<file path="src/rtl/csa_stream_accum.sv">
// Streaming carry-save accumulator: folds three operands per beat into a redundant
// (sum, carry) pair and resolves it with one carry-propagate add at packet end.
module csa_stream_accum #(
  parameter int WIDTH = 4,
  parameter int ACC_W = 16,
  parameter int CNT_W = 8
) (
  input  logic             clk,
  input  logic             rst_n,
  input  logic             in_valid,
  output logic             in_ready,
  input  logic [WIDTH-1:0] in_a,
  input  logic [WIDTH-1:0] in_b,
  input  logic [WIDTH-1:0] in_c,
  input  logic             in_last,
  output logic             out_valid,
  input  logic             out_ready,
  output logic [ACC_W-1:0] out_sum,
  output logic [CNT_W-1:0] out_beats,
  output logic             out_ovf
);

  localparam logic [1:0] ACCUM   = 2'd0;
  localparam logic [1:0] RESOLVE = 2'd1;
  localparam logic [1:0] DONE    = 2'd2;

  function automatic logic [ACC_W-1:0] csa_sum(input logic [ACC_W-1:0] x,
                                               input logic [ACC_W-1:0] y,
                                               input logic [ACC_W-1:0] z);
    return x ^ y ^ z;
  endfunction

  function automatic logic [ACC_W-1:0] csa_carry(input logic [ACC_W-1:0] x,
                                                 input logic [ACC_W-1:0] y,
                                                 input logic [ACC_W-1:0] z);
    return (x & y) | (z & (x ^ y));
  endfunction

  function automatic logic [CNT_W-1:0] sat_inc(input logic [CNT_W-1:0] v);
    return (&v) ? v : v + CNT_W'(1);
  endfunction

  logic [1:0]       state;
  logic             vld_p0;
  logic             last_p0;
  logic [ACC_W-1:0] a_p0, b_p0, c_p0;
  logic [ACC_W-1:0] acc_s, acc_c;
  logic [CNT_W-1:0] cnt;
  logic             ovf;
  logic [ACC_W-1:0] s1, k1, s2, k2, s3, k3;
  logic             fold_ovf;
  logic [ACC_W:0]   total;
  logic             take;

  // Stall input while the last beat is still waiting to be folded in.
  assign in_ready = rst_n & (state == ACCUM) & ~(vld_p0 & last_p0);
  assign take     = in_valid & in_ready;

  // p0: register operands, zero-extended to accumulator width
  always_ff @(posedge clk) begin
    if (take) begin
      a_p0 <= ACC_W'(in_a);
      b_p0 <= ACC_W'(in_b);
      c_p0 <= ACC_W'(in_c);
    end
  end

  // p1: three chained 3:2 compressors; every carry MSB shifted out is a lost 2^ACC_W
  assign s1 = csa_sum(a_p0, b_p0, c_p0);
  assign k1 = csa_carry(a_p0, b_p0, c_p0);
  assign s2 = csa_sum(s1, k1 << 1, acc_s);
  assign k2 = csa_carry(s1, k1 << 1, acc_s);
  assign s3 = csa_sum(s2, k2 << 1, acc_c);
  assign k3 = csa_carry(s2, k2 << 1, acc_c);
  assign fold_ovf = k1[ACC_W-1] | k2[ACC_W-1] | k3[ACC_W-1];
  assign total    = {1'b0, acc_s} + {1'b0, acc_c};

  always_ff @(posedge clk or negedge rst_n) begin
    if (!rst_n) begin
      state     <= ACCUM;
      vld_p0    <= 1'b0;
      last_p0   <= 1'b0;
      acc_s     <= '0;
      acc_c     <= '0;
      cnt       <= '0;
      ovf       <= 1'b0;
      out_sum   <= '0;
      out_beats <= '0;
      out_ovf   <= 1'b0;
      out_valid <= 1'b0;
    end else begin
      vld_p0 <= take;
      if (take) last_p0 <= in_last;
      case (state)
        ACCUM: begin
          if (vld_p0) begin
            acc_s <= s3;
            acc_c <= k3 << 1;
            cnt   <= sat_inc(cnt);
            ovf   <= ovf | fold_ovf;
            if (last_p0) state <= RESOLVE;
          end
        end
        RESOLVE: begin
          out_sum   <= total[ACC_W-1:0];
          out_ovf   <= ovf | total[ACC_W];
          out_beats <= cnt;
          out_valid <= 1'b1;
          state     <= DONE;
        end
        DONE: begin
          if (out_ready) begin
            acc_s     <= '0;
            acc_c     <= '0;
            cnt       <= '0;
            ovf       <= 1'b0;
            out_valid <= 1'b0;
            state     <= ACCUM;
          end
        end
        default: state <= ACCUM;
      endcase
    end
  end

endmodule

</file>
<file path="config.mk">
export PLATFORM = sky130hd
export DESIGN_NAME = csa_stream_accum
export DESIGN_NICKNAME = d
export VERILOG_FILES = /design/src/rtl/csa_stream_accum.sv
export SDC_FILE = /design/constraint.sdc
export NUM_CORES = 1
export LEC_CHECK = 0
export ABC_AREA = 1
export CAP_MARGIN = 10
export CORE_ASPECT_RATIO = 0.6
export CORE_MARGIN = 3
export CORE_UTILIZATION = 57
export DETAILED_ROUTE_END_ITERATION = 6
export GPL_ROUTABILITY_DRIVEN = 0
export PLACE_DENSITY_LB_ADDON = 0.15
export SYNTH_ARGS = -nofsm -noshare
export SYNTH_HDL_FRONTEND = slang
export SYNTH_SLANG_ARGS = --single-unit
</file>
<file path="constraint.sdc">
create_clock -name clk -period 2.9 [get_ports clk]
set_input_delay 0.58 -clock clk [delete_from_list [all_inputs] [get_ports clk]]
set_output_delay 0.58 -clock clk [all_outputs]
set_load 0.005 [all_outputs]
</file>
==> flow_summary.ini, run 1 <==
[run_status]
status = complete, no violations

[routing]
routedLengthMet1_mm = 4.54
detailroute.via_count = 3458
wire_per_inst_um = 14.6
top_layer_used = met4
met3RoutedLength_um = 633
first_iter_violations = 391
final_antenna_net_count = 0
routed-wl-met2_mm = 4.12
route.detailed.vias_per_inst = 5.32
detail_route.first_pass.iterations = 5
drcViolationCount = 0
drt-total-wl_mm = 9.47

[global_route]
grt-ovfl-total = 0
antenna_violations_before_repair = 0
first_pass_grt_wire_length_mm = 16.2
grt_start_max_net_pins = 70
grt_util_all_layers_pct = 24.2
grt_pass1_vias = 3404

[synthesis]
ys_seq_elements = 81
synth_flop_cell = sky130_fd_sc_hd__dfrtp_1
synthDistinctLibCells = 33
synthDominantAreaCellType = sky130_fd_sc_hd__dfrtp_1
yosys.cell_count.top_type = sky130_fd_sc_hd__nand2_1
post_synth_main_area_contributors = sky130_fd_sc_hd__dfrtp_1 41%, sky130_fd_sc_hd__nand2_1 12%, sky130_fd_sc_hd__edfxtp_1 8.5%, sky130_fd_sc_hd__inv_1 6.6%, sky130_fd_sc_hd__nand3_1 6.1%
synth_edf_count = 12
syn-instance-count = 498
post_synth.cell_area_avg_sq_um = 8.56
synth.cell_area_sq_mm = 0.00426
synth_common_cells = 139 x sky130_fd_sc_hd__nand2_1, 75 x sky130_fd_sc_hd__inv_1, 69 x sky130_fd_sc_hd__dfrtp_1
yosysWarnings = 0
async_flop_share_pct = 85.2
yosysTopAreaCellShare_pct = 40.5
mappedNetlistNets = 545
synth_seq_area_share_pct = 49.0

[floorplanning]
core-area_sq_mm = 0.00696
floorplan.die_area_sq_mm = 0.00858
start_util_pct = 61.2
pin_count = 44
die_span_in_y_um = 73.0
fp-row-count = 23
die_width_um = 118

[final_layout]
final_core_utilization_pct = 72.9
syn_to_final_growth_pct = 19.2
finish.instance_area_sq_mm = 0.00508
nNetsFinal = 592
layout-drive-gt1-share_pct = 6.91
insertedDiodeCount = 0

[setup_path]
timing.reg2reg.setup_slack_ns = 0.72
timing.critical_path.fanout_max = 3
timing.critical_path.to_type = output pin
critical_path.slowest_cell = sky130_fd_sc_hd__clkdlybuf4s50_1
timing.setup.critical_path_class = register to output pin
path_common_cell = sky130_fd_sc_hd__nor2_1
crit_chain = nor2_1, o21ai_1, nor2_1, clkdlybuf4s50_1
worst_r2r_startpoint = c_p0[2]
cp.required_ns = 2.32
worst_setup_path_start_kind = register
timing.critical_path.arrival_ns = 1.69
rr_endpoint = acc_s[2]
worstRegToRegCells = 7
cp_slowest_stage_delay_ns = 0.51

[timing]
drv_slew = 0
maxSlewHeadroom_pct = 42.6
fmax_ghz = 0.441
setup_slack_ns = 0.630
period_minus_slack_ns = 2.27
final_hold_vios = 0
totalNegativeSetupSlack_ns = 0
worst_pin_slew_ns = 0.861
finalSetupViolations = 0
grt_setup_unrepaired = no
timing.hold.ws_ns = 0.475
timing.final.crit_share_pct = 78.3
skew_ns = 0.00767

[clock_network]
post-cts-setup-buffer-count = 0
numClockSinks = 81
clock_tree.buffer_depth = 2
path_clk_slew_ns = 0.06
cts.repair.resized = 0
tritoncts = built
clockRootBuffer = sky130_fd_sc_hd__clkbuf_16
cts_bufs_inserted = 9
clk-insertion-delay-late_ns = 0.34
htreeDepth = 3
post_cts_hold_buffer_count = 0

[pwr]
p_int_mw = 2.80
power_switching_mw = 1.56
share_seq_of_total_power_pct = 39.3
cellPowerDensity_mw_per_mm2 = 858
combPwrFrac_pct = 36.1
switching_share_pct = 35.7
ir_drop_v = 0.000511
clkPwrFrac_pct = 24.7
leakage_nw = 2.53

[hold_path]
holdPathStages = 2
min_from = out_sum[2]
holdPathEnd = out_sum[2]
hp-class = register to register

[placement]
dpl_hpwl_mm = 6.71
place_ws_ns = 0.706
detailed_place.area_sq_mm = 0.00480
io_buffer_count = 43

[job]
drv_cap = 0
[placed cells by master, fill, tap and decap left out, drive strengths merged, types with 2 or more instances in the layout]
master	Yosys	routed
nor3	4	4
nand4	6	6
dfrtp	69	69
clkdlybuf4s50	0	42
edfxtp	12	12
a31oi	2	2
inv	79	79
nor2	20	20
clkbuf	8	13
nand2	143	143
nand3	53	53
buf	5	7
a21oi	7	7
ha	18	18
xor2	3	3
o21ai	50	50
fa	12	12
clkinv	1	3
[worst max-delay path by stage]
stage	end	slack (ns)	start	cells after the start
floorplan	a_p0[0]	0.77	state[0]	3
global placement	acc_s[3]	0.80	b_p0[3]	7
detailed placement	acc_s[2]	0.71	b_p0[2]	7
CTS	in_ready	0.62	state[0]	4
global route	in_ready	0.52	state[0]	4
finish	in_ready	0.63	state[0]	4
[logic make-up after synthesis]
kind of cell | after synthesis | share of synthesized area [%]
compound gates | 61 | 7.57
xor+xnor | 4 | 0.822
fa+ha+maj | 30 | 10.9
buf+inv | 93 | 8.46
flops | 81 | 49.0
simple gates | 229 | 23.3
[per-stage QoR]
| step | total power [mW] | std cells |
|---|---|---|
| after global routing | 4.69 | 650 |
| after detailed placement | 3.29 | 634 |
| final | 4.36 | 650 |
| after floorplan | 2.65 | 498 |
| after global placement | 3.18 | 634 |
| after CTS | 4.38 | 650 |
[power by group through the flow]
stage	sequential, mW	clock (mW)	combinational [mW]
floorplan	1.70	0	0.957
global placement	1.71	0	1.48
detailed placement	1.73	0	1.56
CTS	1.71	1.09	1.58
global route	1.76	1.14	1.79
finish	1.71	1.07	1.57
[final cells by class]
type | count | area (sq um)
clock buffers | 13 | 260
repair buffers | 49 | 470
multi-input cells | 324 | 1820
inverters | 80 | 300
fillers | 545 | 1880
clock inverters | 3 | 17.5
well taps | 100 | 125
flip-flops and latches | 81 | 2090
[per-layer routing]
layer | global-route usage (%) | vias to the layer above
met5 | 0 | -
met3 | 6.66 | 20
li1 | - | 1673
met1 | 34.0 | 1636
met4 | 8.44 | 0
met2 | 37.0 | 129
[registers in the layout, indices dropped and copies added, names as in the netlist]
signal	cells
acc_s	16
out_sum	16
acc_c	14
cnt	8
out_beats	8
a_p0	4
b_p0	4
c_p0	4
state	2
last_p0	1
out_ovf	1
out_valid	1
ovf	1
vld_p0	1
[worst max-delay path, delay by kind of cell, from the launching register on]
kind / cells / cell delay, ns
buffers and inverters: 1 / 0.51
DFF: 1 / 0.40
AOI/OAI and AO/OA: 1 / 0.14
and+or+nand+nor: 2 / 0.30
Note: power is estimated with default switching activity, not from simulation.
==> run 2, diff against run 1 <==
--- a/config.mk
+++ b/config.mk
@@ -9,7 +9,7 @@
 export CAP_MARGIN = 10
 export CORE_ASPECT_RATIO = 0.6
 export CORE_MARGIN = 3
-export CORE_UTILIZATION = 57
+export CORE_UTILIZATION = 51
 export DETAILED_ROUTE_END_ITERATION = 6
 export GPL_ROUTABILITY_DRIVEN = 0
 export PLACE_DENSITY_LB_ADDON = 0.15
==> constraint.sdc (replaced) <==
create_clock -name clk -period 1.9 [get_ports clk]
set_input_delay 0.38 -clock clk [delete_from_list [all_inputs] [get_ports clk]]
set_output_delay 0.38 -clock clk [all_outputs]
set_load 0.005 [all_outputs]
==> flow_summary.ini, run 2 (same netlist as run 1, synthesis figures left out) <==
[final_layout]
final_core_utilization_pct = 64.5
biggestRegsByFlops = acc_s: 16 flops, out_sum: 16 flops, acc_c: 14 flops
finish.instance_area_sq_mm = 0.00517
insertedDiodeCount = 0
nNetsFinal = 600
layout-drive-gt1-share_pct = 10.0
layout_commonest_cell = sky130_fd_sc_hd__nand2_1
layoutNonFillerInstCount = 666
most_used_cells_in_the_layout_excluding_fill_and_tap_cells = 139 x sky130_fd_sc_hd__nand2_1, 69 x sky130_fd_sc_hd__dfrtp_1, 68 x sky130_fd_sc_hd__inv_1
syn_to_final_growth_pct = 21.3

[job]
drv_cap = 0

[clock_network]
path_clk_slew_ns = 0.06
cts_bufs_inserted = 9
clockRootBuffer = sky130_fd_sc_hd__clkbuf_16
clk-insertion-delay-late_ns = 0.34
tritoncts = built
numClockSinks = 81
clock_tree.buffer_depth = 2
htreeDepth = 3

[global_route]
antenna_violations_before_repair = 0
top_usage_layer = met1
met3_track_utilization_from_global_routing_pct = 7.52
first_pass_grt_wire_length_mm = 15.7
grt_util_all_layers_pct = 21.3
grt-ovfl-total = 0
grt.met1_usage_pct = 31.2
grt_start_max_net_pins = 70
met2_usage_pct = 30.4
grt_pass1_vias = 3329

[setup_path]
critical_path.slowest_cell = sky130_fd_sc_hd__fa_2
critPathBufInv = 2
timing.critical_path.fanout_max = 1
timing.reg2reg.setup_slack_ns = -0.22
worst_setup_path_start_kind = register
timing.critical_path.to_type = register
cp.required_ns = 2.17
timing.critical_path.arrival_ns = 2.39
crit_chain = inv_2, fa_1, fa_1, inv_1, fa_2, nand2_1, o21ai_1
timing.setup.critical_path_class = register to register
cp_slowest_stage_delay_ns = 0.52
worst_r2r_startpoint = c_p0[2]
rr_endpoint = acc_s[2]
worst_path_dominant_cell_family = adder cells
path_common_cell = sky130_fd_sc_hd__fa_1
worst_setup_path_endpoint = acc_s[2]
worstRegToRegCells = 7
crit_path_start = c_p0[2]
critical_path_cell_count = 7

[pwr]
ir_drop_v = 0.000822
p_int_mw = 4.38
share_seq_of_total_power_pct = 38.8
clkPwrFrac_pct = 25.2
switching_share_pct = 34.7
cellPowerDensity_mw_per_mm2 = 1300
power_switching_mw = 2.33
combPwrFrac_pct = 36.0
leakage_nw = 2.57

[routing]
route.detailed.vias_per_inst = 5.11
wire_per_inst_um = 13.7
drcViolationCount = 0
first_iter_violations = 211
final_antenna_net_count = 0
detailroute.via_count = 3400
detail_route.first_pass.iterations = 6
drt-total-wl_mm = 9.12

[timing]
grt_setup_unrepaired = yes
totalNegativeSetupSlack_ns = -0.662
timing.hold.ws_ns = 0.304
setup_slack_ns = -0.221
final_hold_vios = 0
drv_slew = 0
finalSetupViolations = 5
skew_ns = 0.00745
period_minus_slack_ns = 2.12
worst_pin_slew_ns = 0.864
timing.final.crit_share_pct = 112
maxSlewHeadroom_pct = 42.4
fmax_ghz = 0.471

[floorplanning]
start_util_pct = 53.2
die_span_in_y_um = 76.8
die_width_um = 124
fp-row-count = 25
pin_count = 44
floorplan.die_area_sq_mm = 0.00952
core-area_sq_mm = 0.00801

[placement]
dp.cells = 648
detailed_place.area_sq_mm = 0.00486
io_buffer_count = 43
dpl_hpwl_mm = 6.64

[run_status]
violated_checks = negative setup slack
status = complete, but fails checks

[hold_path]
hp-class = input port to async pin
==> run 2: worst min path at each step <==
stage / from / endpoint / slack (ns) / cells past startpoint
5_1_grt: rst_n / acc_c[13] / 0.38 / 2
2_1_floorplan: rst_n / acc_c[10] / 0.08 / 0
4_1_cts: rst_n / out_sum[13] / 0.37 / 2
3_3_place_gp: out_beats[2] / out_beats[2] / 0.45 / 2
6_report: rst_n / acc_c[13] / 0.30 / 2
3_5_place_dp: out_sum[2] / out_sum[2] / 0.46 / 2
==> run 2: layout make-up <==
cell class	count	area, sq um
clock buffer	10	229
clock inverter	6	58.8
fill	725	2840
inverter	80	300
multi-input combinational	324	1830
sequential	81	2090
tap	108	135
timing repair buffer	57	529
==> run 2: metal layers <==
| metal | share of wire (%) | vias to the layer above | wire [um] |
|---|---|---|---|
| met5 | 0 | - | 0 |
| met4 | 0.93 | 0 | 85 |
| met3 | 6.1 | 11 | 555 |
| met2 | 44 | 77 | 3970 |
| met1 | 49 | 1602 | 4510 |
| li1 | - | 1710 | - |
==> run 2: what timing repair did <==
action / CTS / global route
hold buffers: 0 / 0
gates resized for setup: 8 / 5
setup endpoints to repair: 7 / 7
setup buffers: 2 / 0
pin swaps: 6 / 2
cloned: 0 / 0
==> run 2: metrics by stage <==
stage	total power, mW	worst slack [ns]
floorplan	4.05	-0.103
global placement	4.92	-0.131
detailed placement	5.02	-0.221
CTS	6.78	-0.235
global route	7.29	-0.322
finish	6.72	-0.221
==> run 2: power by group through the flow <==
stage,Sequential (mW),Clock (mW),Combinational [mW]
detailed placement,2.64,0,2.39
floorplan,2.59,0,1.46
global route,2.68,1.81,2.80
finish,2.61,1.69,2.42
global placement,2.61,0,2.31
CTS,2.61,1.73,2.44
==> run 3, diff against run 2 <==
--- a/config.mk
+++ b/config.mk
@@ -9,7 +9,7 @@
 export CAP_MARGIN = 10
 export CORE_ASPECT_RATIO = 0.6
 export CORE_MARGIN = 3
-export CORE_UTILIZATION = 51
+export CORE_UTILIZATION = 57
 export DETAILED_ROUTE_END_ITERATION = 6
 export GPL_ROUTABILITY_DRIVEN = 0
 export PLACE_DENSITY_LB_ADDON = 0.15
==> constraint.sdc (replaced) <==
create_clock -name clk -period 2.3 [get_ports clk]
set_input_delay 0.46 -clock clk [delete_from_list [all_inputs] [get_ports clk]]
set_output_delay 0.46 -clock clk [all_outputs]
set_load 0.005 [all_outputs]
==> flow_summary.ini, run 3 (same netlist as run 1, synthesis figures left out) <==
[routing]
wire_per_inst_um = 14.5
final_antenna_net_count = 0
route.detailed.vias_per_inst = 5.32
first_iter_violations = 326
drcViolationCount = 0
detailroute.via_count = 3456
detail_route.first_pass.iterations = 5
drt-total-wl_mm = 9.42

[setup_path]
cp_slowest_stage_delay_ns = 0.51
worst_path_dominant_cell_family = adder cells
critical_path.slowest_cell = sky130_fd_sc_hd__fa_1
timing.critical_path.arrival_ns = 2.40
path_common_cell = sky130_fd_sc_hd__fa_1
cp.required_ns = 2.51
timing.setup.critical_path_class = register to register
timing.critical_path.fanout_max = 1
worst_setup_path_start_kind = register
timing.critical_path.to_type = register
crit_chain = inv_1, fa_1, fa_1, inv_1, fa_1, nand2_1, o21ai_0
critPathBufInv = 2

[final_layout]
final_core_utilization_pct = 72.9
biggestRegsByFlops = acc_s: 16 flops, out_sum: 16 flops, acc_c: 14 flops
layout-drive-gt1-share_pct = 6.73
fillers = 543
layout_commonest_cell = sky130_fd_sc_hd__nand2_1
most_used_cells_in_the_layout_excluding_fill_and_tap_cells = 139 x sky130_fd_sc_hd__nand2_1, 75 x sky130_fd_sc_hd__inv_1, 69 x sky130_fd_sc_hd__dfrtp_1
nNetsFinal = 592
syn_to_final_growth_pct = 19.2
insertedDiodeCount = 0

[timing]
maxSlewHeadroom_pct = 42.0
period_minus_slack_ns = 2.19
grt_setup_unrepaired = no
drv_slew = 0
skew_ns = 0.00500
worst_pin_slew_ns = 0.870
totalNegativeSetupSlack_ns = 0
final_hold_vios = 0
fmax_ghz = 0.457
timing.final.crit_share_pct = 95.2
finalSetupViolations = 0

[clock_network]
numClockSinks = 81
cts_bufs_inserted = 9
post_cts_hold_buffer_count = 0
path_clk_slew_ns = 0.06
post-cts-setup-buffer-count = 0
cts.repair.resized = 0
tritoncts = built
clk-insertion-delay-late_ns = 0.33
clockRootBuffer = sky130_fd_sc_hd__clkbuf_16
htreeDepth = 3
clock_tree.buffer_depth = 2

[placement]
dpl_hpwl_mm = 6.70
io_buffer_count = 43

[floorplanning]
pin_count = 44
start_util_pct = 61.2
core-area_sq_mm = 0.00696
fp-row-count = 23
die_width_um = 118
die_span_in_y_um = 73.0
floorplan.die_area_sq_mm = 0.00858

[global_route]
grt_pass1_vias = 3333
first_pass_grt_wire_length_mm = 15.9
antenna_violations_before_repair = 0
grt-ovfl-total = 0
grt_start_max_net_pins = 70
grt_util_all_layers_pct = 23.7

[run_status]
status = complete, no violations

[job]
drv_cap = 0

[pwr]
p_int_mw = 3.53
ir_drop_v = 0.000837
combPwrFrac_pct = 35.9
clkPwrFrac_pct = 24.4
switching_share_pct = 35.5
cellPowerDensity_mw_per_mm2 = 1080
leakage_nw = 2.53
power_switching_mw = 1.94
share_seq_of_total_power_pct = 39.7

[hold_path]
hp-class = input port to async pin
## run 3: worst reg2reg max path: cells and delay by family, from the launching register on
kind,cells,cell delay (ns)
adder cells (fa/ha/maj),3,1.40
buffers and inverters,2,0.14
AO/OA/AOI/OAI,1,0.07
flip-flops,1,0.38
AND/OR/NAND/NOR,1,0.08
## run 3: power groups by stage
stage | combinational (mW) | sequential [mW] | clock [mW]
2_1_floorplan | 1.21 | 2.14 | 0
3_3_place_gp | 1.85 | 2.15 | 0
3_5_place_dp | 1.94 | 2.19 | 0
4_1_cts | 1.98 | 2.17 | 1.35
5_1_grt | 2.24 | 2.22 | 1.42
6_report | 1.96 | 2.17 | 1.34
## run 3: worst paths after layout
| check | start | endpoint | slack (ns) | depth (start not counted) |
|---|---|---|---|---|
| worst max-delay path | b_p0[3] | acc_s[3] | 0.11 | 7 |
| worst min-delay path | rst_n | acc_s[11] | 0.40 | 2 |
| worst max register to register | b_p0[3] | acc_s[3] | 0.11 | 7 |
| worst min register to register | out_sum[2] | out_sum[2] | 0.47 | 2 |
| max in group asynchronous | rst_n | acc_c[11] | 1.33 | 2 |
| min in group clk | out_sum[2] | out_sum[2] | 0.47 | 2 |
## run 3: through the flow
step                area (sq um)  cells  hold slack [ns]  power [mW]  setup WS [ns]
global route                5080    650            0.496        5.88         0.0130
floorplan                   4260    498            0.164        3.34          0.168
finish                      5080    650            0.401        5.47          0.111
global placement            4800    634            0.455        4.00          0.199
CTS                         5080    650            0.445        5.50         0.0915
detailed placement          4800    634            0.458        4.13          0.113
## run 3: routing by layer
metal / global-route usage, % / wire (um) / vias to the layer above
li1: - / - / 1687
met1: 33.5 / 4550 / 1653
met2: 37.4 / 4230 / 108
met3: 6.27 / 596 / 8
met4: 5.84 / 48 / 0
met5: 0 / 0 / -
## run 3: area by class of cell
cell class	count	area (sq um)	area share [%]
flip-flops and latches	81	2090	41.1
clock inverters	2	12.5	0.246
repair buffers	49	470	9.26
multi-input cells	324	1820	35.8
clock buffers	14	264	5.20
well taps	100	125	2.46
inverters	80	300	5.91
